$ cat src/rtl/decade_div_cascade.sv
// Synchronous cascade of modulo-RADIX digit counters producing per-stage enable
// ticks and a 50%-duty square wave selected from any stage. No derived clocks.
module decade_div_cascade #(
  parameter int STAGES  = 4,
  parameter int RADIX   = 10,
  parameter int DIGIT_W = 4,
  parameter int SEL_W   = 2
) (
  input  logic                        clk,
  input  logic                        rst,
  input  logic                        en,
  input  logic                        clr,
  input  logic [SEL_W-1:0]            tap_sel,
  output logic [STAGES-1:0]           tick,
  output logic                        sq_out,
  output logic [STAGES*DIGIT_W-1:0]   count
);

  localparam logic [DIGIT_W-1:0] DIGIT_MAX = DIGIT_W'(RADIX - 1);
  localparam int                 TAPS      = 1 << SEL_W;

  logic [STAGES-1:0] wrap;
  logic [TAPS-1:0]   tap_wrap;
  logic [STAGES-1:0] tick_reg;
  logic              sq_reg;

  genvar gi;
  generate
    for (gi = 0; gi < STAGES; gi++) begin : g_stage
      logic               inc;
      logic [DIGIT_W-1:0] digit_reg;
      logic [DIGIT_W-1:0] digit_next;

      // wrap(i) = wrap(i-1) & digit i at max, with wrap(-1) being en itself
      if (gi == 0) begin : g_first
        assign inc = en;
      end else begin : g_rest
        assign inc = wrap[gi-1];
      end

      assign wrap[gi] = inc && (digit_reg == DIGIT_MAX);

      always_comb begin
        digit_next = digit_reg;
        if (clr) begin
          digit_next = '0;
        end else if (wrap[gi]) begin
          digit_next = '0;
        end else if (inc) begin
          digit_next = digit_reg + DIGIT_W'(1);
        end
      end

      always_ff @(posedge clk or negedge rst) begin
        if (!rst) begin
          digit_reg <= '0;
        end else begin
          digit_reg <= digit_next;
        end
      end

      assign count[gi*DIGIT_W +: DIGIT_W] = digit_reg;
    end

    // Out-of-range tap codes alias the last stage, so the mux is always full.
    for (gi = 0; gi < TAPS; gi++) begin : g_tap
      if (gi < STAGES) begin : g_real
        assign tap_wrap[gi] = wrap[gi];
      end else begin : g_clamp
        assign tap_wrap[gi] = wrap[STAGES-1];
      end
    end
  endgenerate

  // sq_out only ever toggles on a wrap of the selected stage: no runt pulses.
  always_ff @(posedge clk or negedge rst) begin
    if (!rst) begin
      tick_reg <= '0;
      sq_reg   <= 1'b0;
    end else if (clr) begin
      tick_reg <= '0;
      sq_reg   <= 1'b0;
    end else begin
      tick_reg <= wrap;
      if (tap_wrap[tap_sel]) begin
        sq_reg <= ~sq_reg;
      end
    end
  end

  assign tick   = tick_reg;
  assign sq_out = sq_reg;

endmodule

$ cat config.mk
export PLATFORM = sky130hd
export DESIGN_NAME = decade_div_cascade
export DESIGN_NICKNAME = d
export VERILOG_FILES = /design/src/rtl/decade_div_cascade.sv
export SDC_FILE = /design/constraint.sdc
export NUM_CORES = 1
export LEC_CHECK = 0
export ABC_AREA = 0
export CORE_ASPECT_RATIO = 0.6
export CORE_MARGIN = 2
export CORE_UTILIZATION = 44
export DETAILED_ROUTE_END_ITERATION = 8
export PLACE_DENSITY = 0.87
export SETUP_SLACK_MARGIN = 0.02
export SYNTH_ARGS = -nofsm -noshare
export SYNTH_HDL_FRONTEND = slang
export SYNTH_SLANG_ARGS = --single-unit
$ cat constraint.sdc
create_clock -name clk -period 1.56 [get_ports clk]
set_input_delay 0.39 -clock clk [delete_from_list [all_inputs] [get_ports clk]]
set_output_delay 0.39 -clock clk [all_outputs]
set_load 0.05 [all_outputs]
# After elaboration in Yosys (flattened, before gate mapping)
# Cells that the tools add are included.
# op_classes
n_addsub,4
n_mul,0
div_mod_pow,0
magnitude_cmp,1
n_eq_ne,4
shift,0
mux,17
bitwise,1
reduce_logical,9
# op_table
op,n
$mux W4,13
$add A4 B1 Y4 const B,4
$eq A4 B4 Y1 const B,4
$reduce_bool A3 Y1,4
$logic_and A1 B1 Y1,4
$lt A2 B3 Y1 const B,1
$mux W1,3
$bmux W1 S2,1
$reduce_bool A2 Y1,1
$not A1 Y1,1
# word_totals
regBits,21
latchBits,0
ramBits,0
romBits,0
out_inout_bits,21
elab_cells,42
n_memories,0

# Logic depth before layout (Yosys ltp)
# Gate-level depths: netlist of run 1.
# logic_depth
ltp_word,9
mapped_depth,7
mapped_depth_nobuf,6

# Least setup slack after synthesis of run 1
# No wires, ideal clock.
# synth_path
path_type,register -> register
start,reg g_stage[0].digit_reg[0]
end,reg g_stage[3].digit_reg[1]
arrival_ns,1.825
setup_slack_ns,-0.344
path_stages_with_launch,7
n_path_buf,1
cell_sequence,dfrtp_1 -> ha_1 -> and4b_1 -> buf_6 -> nand3_4 -> or3_1 -> a21oi_1
# synth_between
elab_chain_len,7
elab_cells_between_ends,8
cone_classes,eq/ne (1); mux (2); reduce/logical (5)
# synth_rtl
element,line_no,source
start: declaration,31,logic [DIGIT_W-1:0] digit_reg;
start signal: assignment,58,digit_reg <= digit_next;
$eq A4 B4 Y1 *,41,assign wrap[gi] = inc && (digit_reg == DIGIT_MAX);
$logic_and A1 B1 Y1 * (3 in series),41,
$logic_and A1 B1 Y1,41,
$mux W4,47,end else if (wrap[gi]) begin
$mux W4,45,if (clr) begin
end signal: assignment,58,
end: declaration,31,
# Mark *: on every way between the ends. The rest lies on a longest branch, timed or not.
# A chain may end at the register's enable or synchronous reset.

# Final worst setup path of run 1
# layout_path
start,reg g_stage[1].digit_reg[1]
end,reg g_stage[3].digit_reg[1]
# layout_between
elab_chain_len,6
elab_cells_between_ends,7
cone_classes,eq/ne (1); mux (2); reduce/logical (4)
# layout_rtl
element,line_no
start: declaration,31
start signal: assignment,58
$eq A4 B4 Y1 *,41
$logic_and A1 B1 Y1 * (2 in series),41
$logic_and A1 B1 Y1,41
$mux W4,47
$mux W4,45
# Marks and branches as above.

==> impl_results.html, run 1 <==
<table>
<tr><th>Metric</th><th>Value</th></tr>
<tr><th colspan="2">Timing</th></tr>
<tr><td>RSZ-0062 raised after global routing</td><td>true</td></tr>
<tr><td>Final hold slack</td><td>0.464 ns</td></tr>
<tr><td># setup viols final</td><td>6</td></tr>
<tr><td>Setup clock skew after layout</td><td>around 0.0055 ns</td></tr>
<tr><td>Fin crit share</td><td>107%</td></tr>
<tr><td>Final setup TNS</td><td>-0.495 ns</td></tr>
<tr><td>Transition time at the pin with the least slew margin</td><td>0.288 ns</td></tr>
<tr><td>Timing-limited maximum frequency</td><td>roughly 600 MHz</td></tr>
<tr><td>Count of final hold-check violations</td><td>0</td></tr>
<tr><td>Fin crit period</td><td>1.67 ns</td></tr>
<tr><td>Relative slew margins</td><td>80.7%</td></tr>
<tr><td>Final worst setup slack</td><td>-0.113 ns</td></tr>
<tr><td>Final count of pins violating max slew</td><td>0</td></tr>
<tr><th colspan="2">Route</th></tr>
<tr><td>Via count of the routed design</td><td>around 1,300</td></tr>
<tr><td>Detailed Route Iter0 Violations</td><td>116</td></tr>
<tr><td>Total wirelength of the detailed-routed design</td><td>between 4000 and 5000 um</td></tr>
<tr><td>Antenna-violating nets left</td><td>0</td></tr>
<tr><td>Per-cell via count in the routed design</td><td>5.71</td></tr>
<tr><td>1st-pass router iterations</td><td>4</td></tr>
<tr><td>Drt wl/cell</td><td>just over 20 um</td></tr>
<tr><td>Drc violations</td><td>0</td></tr>
<tr><th colspan="2">Critical path</th></tr>
<tr><td>Ordered list of cells on the worst path</td><td>inv_2 -&gt; ha_4 -&gt; and3b_2 -&gt; nand3_4 -&gt; or3_4 -&gt; a21oi_2</td></tr>
<tr><td>Crit path kind</td><td>reg -&gt; reg</td></tr>
<tr><td>Longest individual stage delay on the worst path</td><td>0.43 ns</td></tr>
<tr><td>Kind of capture point of the worst setup path</td><td>register</td></tr>
<tr><td>Worst reg2reg path endpoint</td><td>g_stage[3].digit_reg[1]</td></tr>
<tr><td>Worst Reg-to-Reg Cells</td><td>6</td></tr>
<tr><td>Count of buffer and inverter cells on the critical path</td><td>1</td></tr>
<tr><td>R2r setup slk</td><td>-0.11 ns</td></tr>
<tr><td>Data arrival time at the worst-slack endpoint</td><td>approximately 1.9 ns</td></tr>
<tr><td>Setup crit start kind</td><td>register</td></tr>
<tr><td>Max FO, Critical Path</td><td>6</td></tr>
<tr><td>Worst Path Required</td><td>between 1.5 and 2 ns</td></tr>
<tr><td>Gate family responsible for the most delay along the worst path</td><td>simple AND/OR/NAND/NOR gates</td></tr>
<tr><td>CP max-delay cell</td><td>sky130_fd_sc_hd__dfrtp_2</td></tr>
<tr><td>Reg-to-Reg Start</td><td>g_stage[1].digit_reg[1]</td></tr>
<tr><th colspan="2">Synthesis</th></tr>
<tr><td>Share of synthesized cell area in full adder, half adder and majority cells</td><td>approximately 9%</td></tr>
<tr><td>Post-Synth XOR/XNOR Area</td><td>between 2 and 2.5%</td></tr>
<tr><td>Synth Net Count</td><td>about 130</td></tr>
<tr><td>Cell with the most instances after synthesis</td><td>sky130_fd_sc_hd__dfrtp_1</td></tr>
<tr><td>Synthesis-stage register bit count</td><td>21</td></tr>
<tr><td>Portion of synthesized cell area occupied by the leading cell type</td><td>46.2%</td></tr>
<tr><td>Post-synthesis cell type count</td><td>31</td></tr>
<tr><td>Synthesized area divided by synthesized cell count</td><td>~9.6 um2</td></tr>
<tr><td>Complex-gate fraction of the synthesized area</td><td>a little over a tenth</td></tr>
<tr><td>Share of the yosys chip area belonging to registers</td><td>46.2%</td></tr>
<tr><td>Number of flops mapped to enable cells by yosys</td><td>0</td></tr>
<tr><td>Syn Inst Count</td><td>119</td></tr>
<tr><td>Cell types with the largest area share after synthesis</td><td>sky130_fd_sc_hd__dfrtp_1, sky130_fd_sc_hd__ha_1, sky130_fd_sc_hd__nor2_1, sky130_fd_sc_hd__a21oi_1, sky130_fd_sc_hd__nand2_1</td></tr>
<tr><td>Simple-gate share of the synthesized area</td><td>24.1%</td></tr>
<tr><td>Fraction of registers with async set or reset after synthesis</td><td>100%</td></tr>
<tr><td>Number of warnings printed during yosys synthesis</td><td>0</td></tr>
<tr><td>Multiplexer fraction of the synthesized cell area</td><td>between 2 and 3%</td></tr>
<tr><td>Cell accounting for the most synthesized area</td><td>sky130_fd_sc_hd__dfrtp_1</td></tr>
<tr><td>Combinational family with the most area after synthesis</td><td>simple AND/OR/NAND/NOR gates</td></tr>
<tr><td>Most frequently used flop master after synthesis</td><td>sky130_fd_sc_hd__dfrtp_1</td></tr>
<tr><td>Post-synthesis instance area</td><td>around 1100 um2</td></tr>
<tr><td>Most frequent cells after synthesis</td><td>sky130_fd_sc_hd__dfrtp_1, sky130_fd_sc_hd__nor2_1, sky130_fd_sc_hd__a21oi_1, sky130_fd_sc_hd__nand2_1, sky130_fd_sc_hd__ha_1</td></tr>
<tr><th colspan="2">Die</th></tr>
<tr><td>I/O pin total</td><td>27</td></tr>
<tr><td>Overall die width</td><td>approximately 70 um</td></tr>
<tr><td>Std-Cell Rows</td><td>14</td></tr>
<tr><td>Initial core utilization</td><td>a little under half</td></tr>
<tr><td>Die height</td><td>between 40 and 50 um</td></tr>
<tr><td>Area of the core region</td><td>around 2500 um2</td></tr>
<tr><td>DIE AREA</td><td>~3000 um2</td></tr>
<tr><th colspan="2">Global route</th></tr>
<tr><td>Met2 usage in global routing</td><td>47.9%</td></tr>
<tr><td>Initial antenna violation count</td><td>0</td></tr>
<tr><td>Maximum number of pins on one net before global-route repair</td><td>22</td></tr>
<tr><td>Vias in the first global route</td><td>between 1,000 and 1,500</td></tr>
<tr><td>Overall overflow remaining after global route</td><td>0</td></tr>
<tr><td>Global route hottest layer</td><td>met2</td></tr>
<tr><td>M1 GR Usage</td><td>33.2%</td></tr>
<tr><td>Wire length of the first global-routing pass</td><td>about 6400 um</td></tr>
<tr><td>Met3 track demand over resource</td><td>under 10%</td></tr>
<tr><td>Total routing usage reported by global routing</td><td>approximately 28%</td></tr>
<tr><th colspan="2">Final layout</th></tr>
<tr><td>Layout cells sized above 1</td><td>a little under three fifths</td></tr>
<tr><td>Seq. cell area</td><td>roughly 530 um2</td></tr>
<tr><td>Final cell utilization of the core</td><td>between 80% and 90%</td></tr>
<tr><td>Layout Cells excl Fill</td><td>between 200 and 250</td></tr>
<tr><td>Layout area overhead</td><td>90.1%</td></tr>
<tr><td>Multi-input gate area</td><td>a little over 700 um2</td></tr>
<tr><td>Fillcell total</td><td>between 90 and 100</td></tr>
<tr><td>Design area</td><td>about 2200 um2</td></tr>
<tr><td>Net count reported at finish</td><td>202</td></tr>
<tr><td>Antenna diode count</td><td>0</td></tr>
<tr><td>Max FFs per register</td><td>16</td></tr>
<tr><th colspan="2">Clock tree</th></tr>
<tr><td>Clock tree from TritonCTS</td><td>done</td></tr>
<tr><td>Number of hold buffers added after CTS</td><td>0</td></tr>
<tr><td>Clock root buffer</td><td>sky130_fd_sc_hd__clkbuf_8</td></tr>
<tr><td>Clock buffers created by TritonCTS</td><td>3</td></tr>
<tr><td>Clock buffer depth</td><td>2</td></tr>
<tr><td>H-tree depth</td><td>1</td></tr>
<tr><td>Clock Sink Count</td><td>21</td></tr>
<tr><td>Worst-path clk slew</td><td>~0.090 ns</td></tr>
<tr><td>Worst skew pair latency</td><td>approximately 0.27 ns</td></tr>
<tr><th colspan="2">Placement</th></tr>
<tr><td>Count of buffers from port buffering</td><td>26</td></tr>
<tr><td>RD Place Congestion</td><td>between 0.8 and 0.9</td></tr>
<tr><td>HPWL Detailed</td><td>2390 um</td></tr>
<tr><td>Number of cells in the design after placement</td><td>203</td></tr>
<tr><td>Pre-CTS worst setup slack</td><td>-0.403 ns</td></tr>
<tr><td>Placed cell area</td><td>1890 um2</td></tr>
<tr><th colspan="2">Status</th></tr>
<tr><td>Violations in the final reports</td><td>setup timing</td></tr>
<tr><td>Result of the run</td><td>complete, but fails checks</td></tr>
<tr><th colspan="2">Power</th></tr>
<tr><td>Power, Total</td><td>approximately 1.1 mW</td></tr>
<tr><td>Leakage component of the power</td><td>0.961 nW</td></tr>
<tr><td>Areal power density over the cells</td><td>roughly 500 nW/um2</td></tr>
<tr><td>IR drop worst, VDD</td><td>~0.00048 V</td></tr>
<tr><th colspan="2">Hold path</th></tr>
<tr><td>Hold Path Class</td><td>in -&gt; async</td></tr>
<tr><th colspan="2">Job</th></tr>
<tr><td>Total of max-cap violations</td><td>0</td></tr>
</table>
## cell type report
| class | instances | share of cell area (%) |
|---|---|---|
| Clock buffer | 3 | 1.91 |
| Clock inverter | 1 | 0.231 |
| Inverter | 6 | 1.04 |
| Multi-Input combinational cell | 86 | 32.7 |
| Sequential cell | 21 | 24.7 |
| Tap cell | 32 | 1.85 |
| Timing Repair Buffer | 70 | 37.6 |
## where the power goes
| part | total [mW] | internal [mW] | switching [mW] |
|---|---|---|---|
| clock | 0.381 | 0.179 | 0.202 |
| combinational | 0.141 | 0.0639 | 0.0775 |
| sequential | 0.555 | 0.550 | 0.00483 |
| total | 1.08 | 0.793 | 0.284 |
## worst max-delay path by stage
stage                       startpoint                       to  depth (start not counted)
4_1_cts        g_stage[0].digit_reg[1]  g_stage[3].digit_reg[1]                          7
5_1_grt        g_stage[1].digit_reg[1]                   sq_out                          6
3_3_place_gp                        en  g_stage[3].digit_reg[1]                          6
2_1_floorplan  g_stage[0].digit_reg[1]  g_stage[3].digit_reg[1]                          7
6_report       g_stage[1].digit_reg[1]  g_stage[3].digit_reg[1]                          6
3_5_place_dp                        en  g_stage[3].digit_reg[1]                          6
## placed cells by master (no fill, tap or decap), types with 4 or more instances in the layout
master	instances
sky130_fd_sc_hd__clkdlybuf4s50_1	4
sky130_fd_sc_hd__buf_6	4
sky130_fd_sc_hd__dfrtp_1	14
sky130_fd_sc_hd__dfrtp_2	7
sky130_fd_sc_hd__buf_4	40
sky130_fd_sc_hd__a21oi_2	6
sky130_fd_sc_hd__ha_1	5
sky130_fd_sc_hd__nor2_1	14
sky130_fd_sc_hd__buf_12	21
sky130_fd_sc_hd__nand2_1	9
## worst register-to-register path, delay by kind of cell (launching register included)
kind / cells / cell delay (ns)
simple gates: 3 / 0.80
flops: 1 / 0.43
compound gates: 1 / 0.15
fa+ha+maj: 1 / 0.14
buf+inv: 1 / 0.07
## routing by layer
layer / wire [um] / up-vias
met3: 330 / 14
li1: - / 544
met4: 125 / 0
met5: 0 / -
met2: 2240 / 80
met1: 1830 / 613
## kinds of logic after synthesis
family                     Yosys count
adders and majority gates            8
and+or+nand+nor                     51
buffers and inverters               12
DFF                                 21
xor gates and xnor gates             3
AOI/OAI and AO/OA                   21
muxes                                3
## what timing repair did
item | in CTS | in global routing
resized for setup | 14 | 23
hold endpoints to repair | 0 | 0
buffers inserted | 5 | 8
pin swaps | 3 | 14
endpoints found under the setup margin | 10 | 14
(Power assumes the default switching activity.)
==> inputs of run 2 (changes only) <==
- PLACE_DENSITY: 0.87 -> 0.77
==> run 2 against run 1 <==
Design area decreased by 6.4%. Highest routed layer unchanged. Power decreased by 1.7%. Critical endpoint is now g_stage[2].digit_reg[3]. Core utilization decreased by 5.6 points. Clock power decreased by 4%. Sequential power about the same. The flow still finishes with violations (setup timing).
==> impl_results.html, run 2 (synthesis results as in run 1) <==
<table>
<tr><th>Metric</th><th>Value</th></tr>
<tr><th colspan="2">Clock tree</th></tr>
<tr><td>Worst-path clk slew</td><td>0.08 ns (about the same)</td></tr>
<tr><td>Clock buffer depth</td><td>2 (unchanged)</td></tr>
<tr><td>Clock Sink Count</td><td>21 (unchanged)</td></tr>
<tr><td>Clock tree from TritonCTS</td><td>done</td></tr>
<tr><td>Number of hold buffers added after CTS</td><td>0 (unchanged)</td></tr>
<tr><td>Clock root buffer</td><td>sky130_fd_sc_hd__clkbuf_8</td></tr>
<tr><td>H-tree depth</td><td>1 (unchanged)</td></tr>
<tr><td>Worst skew pair latency</td><td>0.27 ns (about the same)</td></tr>
<tr><td>Clock buffers created by TritonCTS</td><td>3 (unchanged)</td></tr>
<tr><th colspan="2">Die</th></tr>
<tr><td>Area of the core region</td><td>2490 um2 (unchanged)</td></tr>
<tr><td>Initial core utilization</td><td>45.8% (unchanged)</td></tr>
<tr><td>Std-Cell Rows</td><td>14 (unchanged)</td></tr>
<tr><td>I/O pin total</td><td>27 (unchanged)</td></tr>
<tr><td>Die height</td><td>43.4 um (unchanged)</td></tr>
<tr><td>DIE AREA</td><td>3020 um2 (unchanged)</td></tr>
<tr><td>Overall die width</td><td>69.7 um (unchanged)</td></tr>
<tr><th colspan="2">Critical path</th></tr>
<tr><td>Data arrival time at the worst-slack endpoint</td><td>1.80 ns (-0.07 ns)</td></tr>
<tr><td>Crit path kind</td><td>reg -&gt; reg</td></tr>
<tr><td>Max FO, Critical Path</td><td>6 (unchanged)</td></tr>
<tr><td>Kind of capture point of the worst setup path</td><td>register</td></tr>
<tr><td>Setup crit start kind</td><td>register</td></tr>
<tr><td>Worst Path Required</td><td>1.75 ns (about the same)</td></tr>
<tr><th colspan="2">Power</th></tr>
<tr><td>Areal power density over the cells</td><td>522 nW/um2 (+5.0%)</td></tr>
<tr><td>IR drop worst, VDD</td><td>0.000641 V (+33%)</td></tr>
<tr><td>Power, Total</td><td>1.06 mW (-1.7%)</td></tr>
<tr><td>Leakage component of the power</td><td>0.906 nW (-5.7%)</td></tr>
<tr><th colspan="2">Hold path</th></tr>
<tr><td>Hold Path Class</td><td>in -&gt; async</td></tr>
<tr><th colspan="2">Final layout</th></tr>
<tr><td>Layout area overhead</td><td>77.9%</td></tr>
<tr><td>Net count reported at finish</td><td>194 (-4.0%)</td></tr>
<tr><td>Max FFs per register</td><td>16 (unchanged)</td></tr>
<tr><td>Most used cells in the layout excluding fill and tap cells</td><td>sky130_fd_sc_hd__buf_4, sky130_fd_sc_hd__buf_12, sky130_fd_sc_hd__nor2_1</td></tr>
<tr><td>Design area</td><td>2030 um2 (-6.4%)</td></tr>
<tr><td>Antenna diode count</td><td>0 (unchanged)</td></tr>
<tr><td>Final cell utilization of the core</td><td>81.4% (-5.6 points)</td></tr>
<tr><td>Commonest non-fill, non-tap cell in the layout</td><td>sky130_fd_sc_hd__buf_4</td></tr>
<tr><td>Fillcell total</td><td>139 (+51%)</td></tr>
<tr><td>Layout cells sized above 1</td><td>46.4% (-9.8 points)</td></tr>
<tr><th colspan="2">Route</th></tr>
<tr><td>Drc violations</td><td>0 (unchanged)</td></tr>
<tr><td>Total wirelength of the detailed-routed design</td><td>3650 um (-19%)</td></tr>
<tr><td>1st-pass router iterations</td><td>4 (unchanged)</td></tr>
<tr><td>Via count of the routed design</td><td>1,165 (-6.9%)</td></tr>
<tr><td>Detailed Route Iter0 Violations</td><td>74 (-36%)</td></tr>
<tr><td>Per-cell via count in the routed design</td><td>5.52 (-3.3%)</td></tr>
<tr><td>Drt wl/cell</td><td>17.3 um (-16%)</td></tr>
<tr><td>Antenna-violating nets left</td><td>0 (unchanged)</td></tr>
<tr><th colspan="2">Status</th></tr>
<tr><td>Violations in the final reports</td><td>setup timing</td></tr>
<tr><td>Result of the run</td><td>complete, but fails checks</td></tr>
<tr><th colspan="2">Timing</th></tr>
<tr><td>Final worst setup slack</td><td>-0.0495 ns (+0.0637 ns)</td></tr>
<tr><td># setup viols final</td><td>6 (unchanged)</td></tr>
<tr><td>Count of final hold-check violations</td><td>0 (unchanged)</td></tr>
<tr><td>Timing-limited maximum frequency</td><td>621 MHz (+4.0%)</td></tr>
<tr><td>Final count of pins violating max slew</td><td>0 (unchanged)</td></tr>
<tr><td>Transition time at the pin with the least slew margin</td><td>0.276 ns (-0.0115 ns)</td></tr>
<tr><td>Setup clock skew after layout</td><td>0.00515 ns (-0.000393 ns)</td></tr>
<tr><td>RSZ-0062 raised after global routing</td><td>true</td></tr>
<tr><td>Fin crit period</td><td>1.61 ns (-0.0637 ns)</td></tr>
<tr><td>Relative slew margins</td><td>81.3% (+0.62 points)</td></tr>
<tr><td>Fin crit share</td><td>103% (-4.1 points)</td></tr>
<tr><th colspan="2">Global route</th></tr>
<tr><td>Initial antenna violation count</td><td>0 (unchanged)</td></tr>
<tr><td>Maximum number of pins on one net before global-route repair</td><td>22 (unchanged)</td></tr>
<tr><td>Overall overflow remaining after global route</td><td>0 (unchanged)</td></tr>
<tr><td>Vias in the first global route</td><td>1,128 (-12%)</td></tr>
<tr><td>Wire length of the first global-routing pass</td><td>5350 um (-16%)</td></tr>
<tr><td>Total routing usage reported by global routing</td><td>24.1% (-3.8 points)</td></tr>
<tr><th colspan="2">Placement</th></tr>
<tr><td>HPWL Detailed</td><td>2380 um (-0.34%)</td></tr>
<tr><td>Count of buffers from port buffering</td><td>26 (unchanged)</td></tr>
<tr><td>Placed cell area</td><td>1890 um2 (unchanged)</td></tr>
<tr><td>RD Place Congestion</td><td>0.855 (+1.4%)</td></tr>
<tr><th colspan="2">Job</th></tr>
<tr><td>Total of max-cap violations</td><td>0 (unchanged)</td></tr>
</table>
run 2: worst max-delay path, cell delays in order (launching register included):
cell	delay (ns)
sky130_fd_sc_hd__dfrtp_2	0.41
sky130_fd_sc_hd__inv_2	0.07
sky130_fd_sc_hd__ha_4	0.13
sky130_fd_sc_hd__and4b_1	0.20
sky130_fd_sc_hd__buf_6	0.14
sky130_fd_sc_hd__nand2_2	0.06
sky130_fd_sc_hd__or3_1	0.37
sky130_fd_sc_hd__a21oi_1	0.16
run 2: final timing paths:
kind | startpoint | endpoint | slack, ns | cells past startpoint
min in group clk | sq_out | sq_out | 0.56 | 1
min reg2reg | sq_out | sq_out | 0.56 | 1
min | rst | tick[0] | 0.46 | 2
max reg2reg | g_stage[0].digit_reg[1] | g_stage[2].digit_reg[3] | -0.05 | 7
max in group asynchronous | rst | g_stage[0].digit_reg[0] | 0.85 | 2
max | g_stage[0].digit_reg[1] | g_stage[2].digit_reg[3] | -0.05 | 7
run 2: layout make-up:
type	count	area [um2]	share of cell area, %
Multi-Input combinational cell	86	637	31.4
Sequential cell	21	534	26.4
Inverter	6	22.5	1.11
Tap cell	32	40.0	1.98
Clock buffer	4	45.0	2.22
Timing Repair Buffer	62	747	36.9
run 2: routing by layer:
| metal | track usage (%) | wire length, um | vias up |
|---|---|---|---|
| met5 | 0 | 0 | - |
| met4 | 10.4 | 132 | 0 |
| met3 | 8.60 | 205 | 19 |
| met2 | 42.1 | 1830 | 49 |
| met1 | 27.6 | 1470 | 567 |
| li1 | - | - | 530 |
run 2: stage by stage:
stage / setup TNS [ns] / instances / hold WS (ns) / setup slack, ns
after global routing: -0.710 / 211 / 0.479 / -0.127
after floorplan: -0.590 / 119 / 0.0944 / -0.120
after CTS: -0.0144 / 210 / 0.463 / -0.0144
after global placement: -3.03 / 203 / 0.533 / -0.301
final: -0.120 / 211 / 0.457 / -0.0495
after detailed placement: -4.40 / 203 / 0.536 / -0.385
run 2: power by group:
part	leakage (nW)	switching (mW)	total (mW)	internal, mW
combinational	0.603	0.0733	0.137	0.0635
sequential	0.281	0.00425	0.554	0.550
clock	0.0228	0.184	0.367	0.183
total	0.906	0.262	1.06	0.796
run 2: what timing repair did:
action / in CTS / in global routing
pin swaps: 2 / 3
resized for setup: 8 / 10
buffers inserted: 3 / 1
setup endpoints to repair: 8 / 13
